===== src/rtl/exc_request_unit.sv =====
// Exception request initiator: synchronises IRQ/FIQ, masks against CPSR I/F, prioritises faults into a one-hot pulse.
// Optional build macro EXC_IRQ_LATCH_EN turns the IRQ request into a sticky pending bit set on a synchronised rising edge.
module exc_request_unit #(
  parameter int DRAIN_CYCLES = 3,
  parameter int SYNC_STAGES  = 2
) (
  input  logic        clk,
  input  logic        reset,
  input  logic        IRQpin,
  input  logic        FIQpin,
  input  logic [31:0] CPSRdata,
  input  logic        UndefE,
  input  logic        SWIE,
  input  logic        PrefetchAbortE,
  input  logic        DataAbortM,
  input  logic        StallE,
  output logic [5:0]  Exceptions,
  output logic        FlushExc,
  output logic        ExcBusy
);

  localparam logic [1:0] IDLE  = 2'd0;
  localparam logic [1:0] ISSUE = 2'd1;
  localparam logic [1:0] DRAIN = 2'd2;

  localparam logic [3:0] DRAIN_LOAD = 4'(DRAIN_CYCLES);

  // Bus bit order {undef, swi, prefetch_abt, data_abt, irq, fiq}; priority da > fq > iq > pa > ud > sw.
  function automatic logic [5:0] prio_pick(input logic [5:0] cand);
    logic [5:0] win;
    win = 6'b0;
    if (cand[2])      win[2] = 1'b1;
    else if (cand[0]) win[0] = 1'b1;
    else if (cand[1]) win[1] = 1'b1;
    else if (cand[3]) win[3] = 1'b1;
    else if (cand[5]) win[5] = 1'b1;
    else if (cand[4]) win[4] = 1'b1;
    return win;
  endfunction

  logic [1:0]             state_q, state_d;
  logic [5:0]             exc_q, exc_d;
  logic [3:0]             cnt_q, cnt_d;
  logic [SYNC_STAGES-1:0] irq_sync_q, irq_sync_d;
  logic [SYNC_STAGES-1:0] fiq_sync_q, fiq_sync_d;

  logic       irq_s;
  logic       fiq_s;
  logic       irq_req;
  logic [5:0] cand;
  logic       unused_cpsr;

  assign unused_cpsr = ^{CPSRdata[31:8], CPSRdata[5:0]};

  always_comb begin
    irq_sync_d = {irq_sync_q[SYNC_STAGES-2:0], IRQpin};
    fiq_sync_d = {fiq_sync_q[SYNC_STAGES-2:0], FIQpin};
  end

  assign irq_s = irq_sync_q[SYNC_STAGES-1];
  assign fiq_s = fiq_sync_q[SYNC_STAGES-1];

  always_ff @(posedge clk or posedge reset) begin
    if (reset) begin
      irq_sync_q <= '0;
      fiq_sync_q <= '0;
    end else begin
      irq_sync_q <= irq_sync_d;
      fiq_sync_q <= fiq_sync_d;
    end
  end

`ifdef EXC_IRQ_LATCH_EN
  logic irq_prev_q, irq_prev_d;
  logic irq_pend_q, irq_pend_d;

  // Set after clear so a rising edge coinciding with the issue is not lost.
  always_comb begin
    irq_prev_d = irq_s;
    irq_pend_d = irq_pend_q;
    if ((state_q == ISSUE) && exc_q[1]) irq_pend_d = 1'b0;
    if (irq_s && !irq_prev_q)           irq_pend_d = 1'b1;
  end

  always_ff @(posedge clk or posedge reset) begin
    if (reset) begin
      irq_prev_q <= 1'b0;
      irq_pend_q <= 1'b0;
    end else begin
      irq_prev_q <= irq_prev_d;
      irq_pend_q <= irq_pend_d;
    end
  end

  assign irq_req = irq_pend_q;
`else
  assign irq_req = irq_s;
`endif

  always_comb begin
    cand    = 6'b0;
    cand[5] = UndefE & ~StallE;
    cand[4] = SWIE & ~StallE;
    cand[3] = PrefetchAbortE & ~StallE;
    cand[2] = DataAbortM;
    cand[1] = irq_req & ~CPSRdata[7];
    cand[0] = fiq_s & ~CPSRdata[6];
  end

  // Candidates are only looked at in IDLE; anything raised during ISSUE/DRAIN belongs to flushed work.
  always_comb begin
    state_d = state_q;
    exc_d   = exc_q;
    cnt_d   = cnt_q;
    case (state_q)
      IDLE: begin
        if (|cand) begin
          exc_d   = prio_pick(cand);
          state_d = ISSUE;
        end
      end
      ISSUE: begin
        exc_d   = 6'b0;
        cnt_d   = DRAIN_LOAD;
        state_d = DRAIN;
      end
      DRAIN: begin
        cnt_d = cnt_q - 4'd1;
        if (cnt_q <= 4'd1) state_d = IDLE;
      end
      default: begin
        exc_d   = 6'b0;
        cnt_d   = 4'd0;
        state_d = IDLE;
      end
    endcase
  end

  always_ff @(posedge clk or posedge reset) begin
    if (reset) begin
      state_q <= IDLE;
      exc_q   <= 6'b0;
      cnt_q   <= 4'd0;
    end else begin
      state_q <= state_d;
      exc_q   <= exc_d;
      cnt_q   <= cnt_d;
    end
  end

  always_comb begin
    Exceptions = (state_q == ISSUE) ? exc_q : 6'b0;
    FlushExc   = (state_q == ISSUE) || (state_q == DRAIN);
    ExcBusy    = (state_q == ISSUE) || (state_q == DRAIN);
  end

endmodule


===== config.mk =====
export PLATFORM = sky130hd
export DESIGN_NAME = exc_request_unit
export DESIGN_NICKNAME = d
export VERILOG_FILES = /design/src/rtl/exc_request_unit.sv
export SDC_FILE = /design/constraint.sdc
export NUM_CORES = 1
export LEC_CHECK = 0
export CAP_MARGIN = 20
export CORE_MARGIN = 3
export CORE_UTILIZATION = 34
export DETAILED_ROUTE_END_ITERATION = 10
export GPL_ROUTABILITY_DRIVEN = 0
export GPL_TIMING_DRIVEN = 0
export PLACE_DENSITY_LB_ADDON = 0.12
export SYNTH_ARGS = -nofsm -noshare
export SYNTH_HDL_FRONTEND = slang
export SYNTH_SLANG_ARGS = --single-unit

===== constraint.sdc =====
create_clock -name clk -period 1.6 [get_ports clk]
set_input_delay 0.48 -clock clk [delete_from_list [all_inputs] [get_ports clk]]
set_output_delay 0.48 -clock clk [all_outputs]
set_load 0.01 [all_outputs]

==> metrics.txt <==
Root Buffer Master=clkbuf_4; Maximum Capacitance Violations=0; DR iter-0 viols=20; ratio of cells with drive above 1 in the final layout=36.7%; Clock transition at path regs=0.10 ns; Final Hold Viols=0; clock latency on the worst-skew pair=between 0.2 and 0.3 ns; Clock Sinks=16; total leakage power=0.621 nW; buffer depth of the longest clock path=2; WP data required=1.12 ns; Synth Flop Type=dfrtp_1; Synth-to-Final Area Change=51.0%; TritonCTS buffer count=3; initial antenna violation count=0; detailed-route DRC error count=0; gr ovfl total=0; RSZ-0062 raised after global routing=yes; largest net degree at the start of global routing=17; sequential-to-total area share from yosys stat=around 47%; maximum vdd drop=0.000830 V; antenna viol nets, final=0; die area=3170 um2; fin crit share=115%; Seq cells post-synth=16; Mapped Area=861 um2; Cell Count, Final, Fillers Out=roughly 150; effective utilization at floorplan=37.5%; largest cells by area after synthesis=dfrtp_1 (47%), ha_1 (8.7%), and2_1 (4.4%), a22o_1 (4.1%), inv_1 (3.9%); delay-heaviest family, CP=flip-flops; boundary pin count=between 40 and 50; number of library cell types mapped by synthesis=26; WL/cell=12.8 um; IO Port Bufs=18; die extent in x=56.3 um; Vias=roughly 740; violated checks=setup timing; number of global-route vias before repair=722; setup ws final=-0.242 ns; Setup Viol. Count Final=8; top-area cell type share of the netlist area=46.5%; Critical-path top delay cell=dfrtp_1; CP Class=flip-flop to output port; Fmax=roughly 0.54 GHz; DRT Pass-1 Iters=4; status=finished, violations left; H-tree depth=1; Mapped Avg Cell Area=around 10 um2; worst hold start=irq_sync_q[0]$_DFF_PP0_; Worst-Margin Slew=0.587 ns; post-synth top area cell=dfrtp_1; CP cell instances=buf_6 -> ha_4 -> buf_6 -> and2_4 -> buf_6; Place WS=-0.411 ns; die extent in y=between 50 and 60 um; Rel. slew slack=60.8%; number of synthesized flops with an enable pin=0; DRT Wirelength=around 1900 um; yosys warns=0; fin nets=168; final antenna diode count=0; Worst setup EP type=output port; Syn Inst Count=85; clock skew=0.00789 ns; Crit path buffers/inverters=3; FP Rows=17; # hold bufs at CTS=0; final slew viol count=0; cell area power density=1600 nW/um2; crit-path most repeated cell=buf_6; CTS tree=built; Worst R2R Start=state_q[0]$_DFFE_PP0P_; Min Clock Period, post-route=approximately 1.8 ns; ys async rst share=100%; first-pass GRT wire length=3240 um; WP data arrival=between 1 and 1.5 ns; worst hold path type=flip-flop to flip-flop; gr usage total=13.1%; critical path fanouts, max=5; Syn Nets=132; startpoint types=flip-flop; HPWL Detailed=between 1000 and 1500 um; CP Launch Point=state_q[0]$_DFFE_PP0P_; Inst Count DP=131; total core area=2300 um2; Vias/cell=5.01; Max stage delay on crit path=0.40 ns
## placed cells by master, fill, tap and decap left out, drive strengths merged, types with 5 or more instances in the layout
cell type and instances:
and2 6, buf 23, clkdlybuf4s50 8, dfrtp 16, ha 6, inv 9, nand2 6, nor2 5
## layer usage
layer	GRT usage, %	share of wire [%]
met3	5.98	5.5
met1	15.7	44
met5	0	0
met4	3.05	1.5
met2	21.4	49
## cell type report
| class | instances | area (um2) |
|---|---|---|
| Fill cell | 211 | 997 |
| Sequential cell | 16 | 400 |
| Tap cell | 28 | 35.0 |
| Timing Repair Buffer | 31 | 284 |
| Buffer | 2 | 18.8 |
| Clock buffer | 4 | 36.3 |
| Inverter | 9 | 36.3 |
| Multi-Input combinational cell | 58 | 489 |
## what timing repair did
action                     in CTS  in global routing
pin swaps                       7                  4
buffers inserted                6                  7
setup endpoints to repair       9                 12
gates resized for setup        52                 10
## where the power goes
group,internal [mW],switching (mW)
clock,0.139,0.130
combinational,0.708,0.552
sequential,0.492,0.0622
## sequential cells by signal, summed over array words and instances (netlist names)
register,flops
cnt_q,4
state_q,2
irq_sync_q,2
exc_q,6
fiq_sync_q,2
## final timing paths
kind	end	slack [ns]	depth (start not counted)
worst max-delay path	Exceptions[2]	-0.24	5
worst min-delay path	irq_sync_q[1]$_DFF_PP0_	0.35	0
worst max register to register	cnt_q[2]$_DFFE_PP0N_	0	7
worst min register to register	irq_sync_q[1]$_DFF_PP0_	0.35	0
max in group asynchronous	exc_q[2]$_DFFE_PP0P_	0.68	2
min in group asynchronous	exc_q[1]$_DFFE_PP0P_	0.53	2
## cell usage after synthesis, types with 2 or more instances
cell	n
nor3_1	2
nor3_2	2
o21ai_0	4
a21oi_1	3
inv_1	9
nor2_1	5
o22ai_1	4
nand3_1	2
nand2b_1	4
and2_1	6
nand2_1	6
ha_1	6
dfrtp_1	16
a22o_1	4
## cells by family after synthesis
family                   synth area share (%)
multiplexers                             1.74
flip-flops                               46.5
buffers and inverters                    5.38
AND/OR/NAND/NOR                          19.0
adder cells (fa/ha/maj)                  8.72
AO/OA/AOI/OAI                            18.6
## per-stage QoR
step	power (mW)	utilization (%)	TNS (ns)	hold WS (ns)	instance area (um2)
after floorplan	1.07	-	0	0.331	861
after global placement	1.33	46.8	-3.96	0.336	1080
after detailed placement	1.34	46.8	-3.94	0.336	1080
after CTS	1.90	52.5	-1.45	0.358	1200
after global routing	2.25	56.6	-2.21	0.363	1300
final	2.08	56.6	-1.56	0.352	1300
## worst reg2reg max path: stages, from the launching register on
cell and delay (ns):
dfrtp_1 0.37, buf_4 0.13, inv_4 0.04, ha_4 0.28
buf_4 0.11, nand2_2 0.06, or4b_1 0.46, nand2_1 0.08
(Power assumes the default switching activity.)
